<file path="src/rtl/kinase_valve_sequencer.sv">
// Valve and pump sequencer for the kinase activity chip control pads.
// Accepts one command at a time, holds the valve/select pattern, waits a
// settle time, runs N peristaltic strokes on pump A or B, then pulses done.
// Pad level 1 = valve pressurized (closed).
module kinase_valve_sequencer #(
  parameter int SETTLE_CYCLES = 4,
  parameter int PHASE_CYCLES  = 2
) (
  input  logic        clk,
  input  logic        rst,
  input  logic        cmd_valid,
  output logic        cmd_ready,
  input  logic [12:0] cmd_valves,
  input  logic [3:0]  cmd_select,
  input  logic        cmd_pump,
  input  logic [7:0]  cmd_strokes,
  input  logic        abort,
  output logic        busy,
  output logic        done,
  output logic [12:0] pad_ctrl_a,
  output logic [3:0]  pad_ctrl_s,
  output logic [2:0]  pad_pump_a,
  output logic [1:0]  pad_pump_b
);

  localparam int SW = $clog2(SETTLE_CYCLES + 1);
  localparam int PW = $clog2(PHASE_CYCLES + 1);
  localparam logic [SW-1:0] SETTLE_LAST = SW'(SETTLE_CYCLES - 1);
  localparam logic [PW-1:0] PHASE_LAST  = PW'(PHASE_CYCLES - 1);

  typedef enum logic [1:0] {IDLE, SETTLE, PUMP} state_t;

  state_t        state;
  logic          pump_sel;
  logic [7:0]    strokes;
  logic [7:0]    stroke_cnt;
  logic [2:0]    phase_idx;
  logic [PW-1:0] phase_cnt;
  logic [SW-1:0] settle_cnt;

  // Pump A 3-valve peristaltic sequence (one stroke = 6 phases).
  function automatic logic [2:0] pat_a(input logic [2:0] idx);
    case (idx)
      3'd0:    pat_a = 3'b101;
      3'd1:    pat_a = 3'b100;
      3'd2:    pat_a = 3'b110;
      3'd3:    pat_a = 3'b010;
      3'd4:    pat_a = 3'b011;
      default: pat_a = 3'b001;
    endcase
  endfunction

  // Pump B 2-valve alternating sequence (one stroke = 2 phases).
  function automatic logic [1:0] pat_b(input logic [2:0] idx);
    pat_b = (idx == 3'd0) ? 2'b10 : 2'b01;
  endfunction

  // Ready is combinational so a command can be taken in the done cycle.
  assign cmd_ready = (state == IDLE) && !rst;

  // Sequencer FSM with registered pad drives; rst > abort > acceptance.
  always_ff @(posedge clk) begin
    if (rst) begin
      state      <= IDLE;
      busy       <= 1'b0;
      done       <= 1'b0;
      pad_ctrl_a <= 13'h1FFF;
      pad_ctrl_s <= 4'h0;
      pad_pump_a <= 3'b111;
      pad_pump_b <= 2'b11;
      pump_sel   <= 1'b0;
      strokes    <= 8'd0;
      stroke_cnt <= 8'd0;
      phase_idx  <= 3'd0;
      phase_cnt  <= '0;
      settle_cnt <= '0;
    end else begin
      done <= 1'b0;
      if (abort) begin
        state      <= IDLE;
        busy       <= 1'b0;
        pad_ctrl_a <= 13'h1FFF;
        pad_ctrl_s <= 4'h0;
        pad_pump_a <= 3'b111;
        pad_pump_b <= 2'b11;
      end else begin
        case (state)
          IDLE: begin
            if (cmd_valid) begin
              state      <= SETTLE;
              busy       <= 1'b1;
              pad_ctrl_a <= cmd_valves;
              pad_ctrl_s <= cmd_select;
              pump_sel   <= cmd_pump;
              strokes    <= cmd_strokes;
              settle_cnt <= '0;
            end
          end
          SETTLE: begin
            if (settle_cnt == SETTLE_LAST) begin
              if (strokes == 8'd0) begin
                state <= IDLE;
                busy  <= 1'b0;
                done  <= 1'b1;
              end else begin
                // Phase 0 must already be on the pads in the first PUMP cycle.
                state      <= PUMP;
                phase_cnt  <= '0;
                phase_idx  <= 3'd0;
                stroke_cnt <= 8'd0;
                pad_pump_a <= pump_sel ? 3'b111 : pat_a(3'd0);
                pad_pump_b <= pump_sel ? pat_b(3'd0) : 2'b11;
              end
            end else begin
              settle_cnt <= settle_cnt + 1'b1;
            end
          end
          PUMP: begin
            if (phase_cnt == PHASE_LAST) begin
              phase_cnt <= '0;
              if (phase_idx == (pump_sel ? 3'd1 : 3'd5)) begin
                // Stroke count compared against latched target: no wrap at 255.
                if (stroke_cnt + 8'd1 == strokes) begin
                  state      <= IDLE;
                  busy       <= 1'b0;
                  done       <= 1'b1;
                  pad_pump_a <= 3'b111;
                  pad_pump_b <= 2'b11;
                end else begin
                  stroke_cnt <= stroke_cnt + 8'd1;
                  phase_idx  <= 3'd0;
                  pad_pump_a <= pump_sel ? 3'b111 : pat_a(3'd0);
                  pad_pump_b <= pump_sel ? pat_b(3'd0) : 2'b11;
                end
              end else begin
                phase_idx  <= phase_idx + 3'd1;
                pad_pump_a <= pump_sel ? 3'b111 : pat_a(phase_idx + 3'd1);
                pad_pump_b <= pump_sel ? pat_b(phase_idx + 3'd1) : 2'b11;
              end
            end else begin
              phase_cnt <= phase_cnt + 1'b1;
            end
          end
          default: state <= IDLE;
        endcase
      end
    end
  end

endmodule

</file>
<file path="config.mk">
export PLATFORM = sky130hd
export DESIGN_NAME = kinase_valve_sequencer
export DESIGN_NICKNAME = d
export VERILOG_FILES = /design/src/rtl/kinase_valve_sequencer.sv
export SDC_FILE = /design/constraint.sdc
export NUM_CORES = 1
export LEC_CHECK = 0
export ABC_AREA = 1
export BUFFER_PORTS_ARGS = -buffer_cell sky130_fd_sc_hd__buf_2
export CORE_UTILIZATION = 40
export DETAILED_ROUTE_END_ITERATION = 10
export GPL_TIMING_DRIVEN = 0
export MAX_ROUTING_LAYER = met4
export SLEW_MARGIN = 25
export SYNTH_ARGS = -nofsm -noshare
export SYNTH_HDL_FRONTEND = slang
export SYNTH_SLANG_ARGS = --single-unit
</file>
<file path="constraint.sdc">
create_clock -name clk -period 2.1 [get_ports clk]
set_input_delay 0.42 -clock clk [delete_from_list [all_inputs] [get_ports clk]]
set_output_delay 0.42 -clock clk [all_outputs]
set_load 0.02 [all_outputs]
</file>
# ---- Word level (Yosys, flattened, before mapping)
# Index checks and enable logic that the tools add are counted.
dict set report classes {
  n_addsub 4
  multipliers 0
  n_div 0
  n_lt_le_gt_ge 0
  eq_ne 20
  shift 0
  n_mux 58
  bitwise 1
  n_reduce_logical 18
}
# op n
set ops {}
lappend ops {{8-bit two-way mux} 5}
lappend ops {{3-bit two-way mux} 13}
lappend ops {{2-bit two-way mux} 17}
lappend ops {{2-bit != test (second input constant)} 9}
lappend ops {{3-bit case mux with 2 select lines} 3}
lappend ops {{8-bit case mux with 2 select lines} 1}
lappend ops {{3-bit case mux with 5 select lines} 1}
lappend ops {{7-bit AND reduction} 2}
lappend ops {{1-bit two-way mux} 13}
lappend ops {{4-bit AND reduction} 3}
lappend ops {{3-bit by 2-bit equality test with 1-bit output (second input constant)} 3}
lappend ops {{8-bit by 1-bit adder with 8-bit output (second input constant)} 1}
lappend ops {{8-bit equality test} 1}
lappend ops {{8-bit logical NOT} 1}
lappend ops {{2-bit case mux with 2 select lines} 2}
lappend ops {{3-bit by 1-bit adder with 3-bit output (second input constant)} 2}
lappend ops {{2-bit case mux with 3 select lines} 1}
lappend ops {{6-bit AND reduction} 1}
lappend ops {{5-bit AND reduction} 1}
lappend ops {{2-bit by 1-bit equality test with 1-bit output (second input constant)} 2}
lappend ops {{2-bit nonzero test} 2}
lappend ops {{3-bit by 1-bit equality test with 1-bit output (second input constant)} 1}
lappend ops {{3-bit equality test} 1}
lappend ops {{3-bit equality test (second input constant)} 1}
lappend ops {{other kinds (14)} 14}
dict set report word_totals {
  reg_bits 51
  latch_bits 0
  ram_bits 0
  mem_bits_ro 0
  in_bits 30
  word_cells 114
  mem_count 0
}

# ---- Longest topological paths before layout
dict set report depth {
  ltp_word 7
  ltp_mapped 15
}

# ---- Worst setup path after synthesis
# No wires, ideal clock.
dict set report synth_path {
  kind {register to register}
  start {register stroke_cnt[1]}
  end {register phase_idx[1]}
  arrival_time_ps 1644
  required_ps 1987
  path_slack_ps 343
  stages_incl_launch_ff 13
  path_cell_list {dfxtp_1 ha_1 nand3_1 nor2_1 nand2_1 nand3_1 inv_1 nor2_2 nand4_2 nand2_1 nand2_1 nand2_1 nor2_1}
}
dict set report synth_via {
  elab_chain_cells 4
}
# item line
set synth_lines {}
lappend synth_lines {{start: declaration} 36} ;# logic [7:0] stroke_cnt;
lappend synth_lines {{start signal: assignment} 130} ;# stroke_cnt <= stroke_cnt + 8'd1;
lappend synth_lines {{8-bit by 1-bit adder with 8-bit output} 123} ;# if (stroke_cnt + 8'd1 == strokes) begin
lappend synth_lines {{8-bit equality test} 123}
lappend synth_lines {{3-bit != test (no source line)} n/a}
lappend synth_lines {{6-bit AND reduction (no source line)} n/a}
lappend synth_lines {{end signal: assignment} 136} ;# phase_idx <= phase_idx + 3'd1;
lappend synth_lines {{end: declaration} 37} ;# logic [2:0] phase_idx;
# No other way between the ends.
# A chain may end at the register's enable or synchronous reset.

# ---- Worst setup path in the final report
dict set report layout_path {
  start {register state[0]}
  end {register stroke_cnt[1]}
}
dict set report layout_via {
  elab_chain_cells 3
}
# item line
set layout_lines {}
lappend layout_lines {{start: declaration} 33} ;# state_t state;
lappend layout_lines {{start signal: assignment} 64} ;# state <= IDLE;
lappend layout_lines {{start signal: assignment} 80} ;# state <= IDLE;
lappend layout_lines {{start signal: assignment} 90} ;# state <= SETTLE;
lappend layout_lines {{2-bit equality test or 2-bit by 1-bit equality test with 1-bit output (tied branches)} 87} ;# case (state)
lappend layout_lines {{2-bit != test (no source line) or 2-bit nonzero test (tied branches)} n/a}
lappend layout_lines {{7-bit AND reduction (no source line)} n/a}
# Several ways; a longest one is shown, not always the timed one.

==> flow_metrics.tcl <==
set metrics [dict create \
    dp_hpwl_um 4960 \
    drcViolationCount 0 \
    yosysMostFrequentCell "nand2_1" \
    fin_crit_sh 0.914 \
    cpMaxStageDelayCell "dfxtp_1" \
    grt_pass1_vias 2517 \
    holdPathEnd "pad_ctrl_a[4]" \
    met2_usage 0.339 \
    path_class "reg2reg" \
    slew_viol_final 0 \
    layout-drive-gt1-share 0.204 \
    synth_area_leaders "dfxtp_1 38%, nand2_1 13%, nand3_1 9.1%" \
    via_per_inst 4.95 \
    r2r_end "stroke_cnt[1]" \
    clock-root-buffer "clkbuf_8" \
    clk_latency_ps 300 \
    antenna_left 0 \
    grt.met3_usage 0.0366 \
    worst_pin_slew_ps 613 \
    setup_slack_ps 180 \
    synth_cells 393 \
    crit_path_end_kind "flip-flop" \
    placed_cell_area_um2 3050 \
    io_buffer_count 54 \
    dr.pass1.iters 4 \
    avgSynthCellArea_um2 6.84 \
    status "finished, final reports clean" \
    maxCapViolations 0 \
    core_um2 6420 \
    grt_use_total 0.201 \
    dieArea_um2 7050 \
    postLayoutCellArea_um2 3230 \
    grt_busiest_layer "met2" \
    htree_levels 2 \
    path_cells "inv_1, ha_1, buf_2, inv_2, nor2_4, nor3_4, buf_12, nand2_4, nand2_1, a21oi_2" \
    die_w_um 84.0 \
    met1_usage 0.250 \
    wl_per_cell_um 12.5 \
    yosysWarnings 0 \
    r2r-start "state[0]" \
    place.gp.congestion 0.835 \
    clk_pin_slew_worst_paths_ps 100 \
    hp-class "in2reg" \
    cts_buffers 5 \
    timing.slew.headroom 0.591 \
    syn-cell-area_um2 2690 \
    grt_overflow 0 \
    dp_slack_ps 20.2 \
    areaGrowthSynthToFinish_pct 20.3 \
    hold_viol_final 0 \
    rows 29 \
    synthFlopType "dfxtp_1" \
    finalSetupViolCount 0 \
    reg2reg_setup_slack_ps 180 \
    nets 498 \
    drtIter0Drc 148 \
    finalSetupTns_ps 0 \
    pin_count 55 \
    n_fill_cell 686 \
    synth.distinct_cells 31 \
    worstPathMaxFanout 10 \
    synth_edf_count 0 \
    crit_path_start_kind "flip-flop" \
    synth_fp_nets 434 \
    synth-seq-cells 51 \
    p_per_area_nw_per_um2 725 \
    cts_num_sinks 51 \
    clock_path_buffers 2 \
    max_stage_delay_ps 370 \
    wirelength_um 6680 \
    synth_common_cells "96 x nand2_1, 51 x dfxtp_1, 49 x nand3_1, 49 x nor2_1, 40 x inv_1" \
    hold_start "cmd_valves[4]" \
    timing.hold.ws_ps 308 \
    antenna_cells 0 \
    rsz0062_at_grt "no" \
    min_path_cells 3 \
    cts_tree "yes" \
    post-route-min-period_ps 1920 \
    crit_arrival_ps 2090 \
    vdd_drop_max_uv 403 \
    required_ps 2270 \
    yosys.area.top_type "dfxtp_1" \
    fmax_mhz 521 \
    die_h_um 84.0 \
    ys_seq_area_frac 0.380 \
    synthArstFlopShare 0 \
    synth_top_area_share 0.380 \
    worst_clock_skew_ps 6.80 \
    cellLeakagePower_uw 0.00148 \
    antenna_found_initial 0 \
    grt_max_degree 16 \
    num_vias 2644 \
    grt_pass1_wl_um 11200 \
    start_util 0.418 \
    r2r_cells 10 \
]
==> state kept, by name, summed over array words and instances, names as in the netlist <==
signal and flops:
done 1, busy 1, phase_idx 3, stroke_cnt 8, strokes 8, pump_sel 1, settle_cnt 3, state 2
pad_pump_b 2, pad_ctrl_a 13, pad_pump_a 3, phase_cnt 2, pad_ctrl_s 4
==> critical path: cells and delay by family, from the launching register on <==
kind,cells,cell delay [ps]
buf+inv,4,650
compound gates,1,50
flops,1,370
fa+ha+maj,1,210
simple gates,4,520
==> repair_timing <==
action                                  4_1_cts  5_1_grt
gates resized for setup                       0       12
hold buffers                                  0        0
setup buffers                                 1        2
endpoints found under the setup margin        6       26
pin swaps                                     1        1
==> placed cells by master (no fill, tap or decap), drive strengths merged, types with 2 or more instances in the layout <==
cell type and count:
a31oi 2, ha 11, nand2 98, nor3 3
buf 61, nand4 8, o21ai 22, clkbuf 12
inv 43, a21oi 31, nand3 51, nor2 54
nor4 2, dfxtp 51
==> stage by stage <==
step / total power (µW) / util / cells
after floorplan: 1480 / - / 393
after global placement: 1640 / 0.475 / 524
after detailed placement: 1650 / 0.475 / 524
after CTS: 2340 / 0.495 / 532
after global routing: 2480 / 0.503 / 534
final: 2340 / 0.503 / 534
==> power breakdown <==
part           total (µW)  internal, µW  leakage, µW  switching, µW
combinational         583           205      0.00101            378
sequential           1070          1030     0.000417           39.3
clock                 686           349    0.0000502            337
total                2340          1590      0.00148            755
==> area by class of cell <==
cell class | instances | area (µm²) | share of cell area
multi-input cells | 287 | 1480 | 0.459
flip-flops and latches | 51 | 1020 | 0.317
repair buffers | 57 | 305 | 0.0945
inverters | 44 | 165 | 0.0511
well taps | 77 | 96.3 | 0.0298
clock buffers | 5 | 68.8 | 0.0213
plain buffers | 11 | 52.6 | 0.0163
clock inverters | 2 | 37.5 | 0.0116
==> kinds of logic after synthesis <==
group | count (synthesis) | share of synthesized area
flip-flops | 51 | 0.380
adder cells (fa/ha/maj) | 11 | 0.0512
AO/OA/AOI/OAI | 57 | 0.113
buffers and inverters | 55 | 0.0806
XOR/XNOR | 1 | 0.00326
AND/OR/NAND/NOR | 218 | 0.372
==> worst max-delay path by stage <==
stage | depth (start not counted) | slack, ps | from | endpoint
2_1_floorplan | 12 | 340 | stroke_cnt[1] | phase_idx[1]
3_3_place_gp | 12 | 30 | stroke_cnt[1] | busy
3_5_place_dp | 13 | 20 | stroke_cnt[1] | state[1]
4_1_cts | 13 | 5 | stroke_cnt[1] | state[1]
5_1_grt | 11 | 5 | state[1] | stroke_cnt[6]
6_report | 10 | 180 | state[0] | stroke_cnt[1]
==> layer usage <==
layer	routed length, µm	part of all wire
met5	0	0
met4	61	0.0091
met3	286	0.043
met2	3100	0.46
met1	3230	0.48
(Power assumes the default switching activity.)
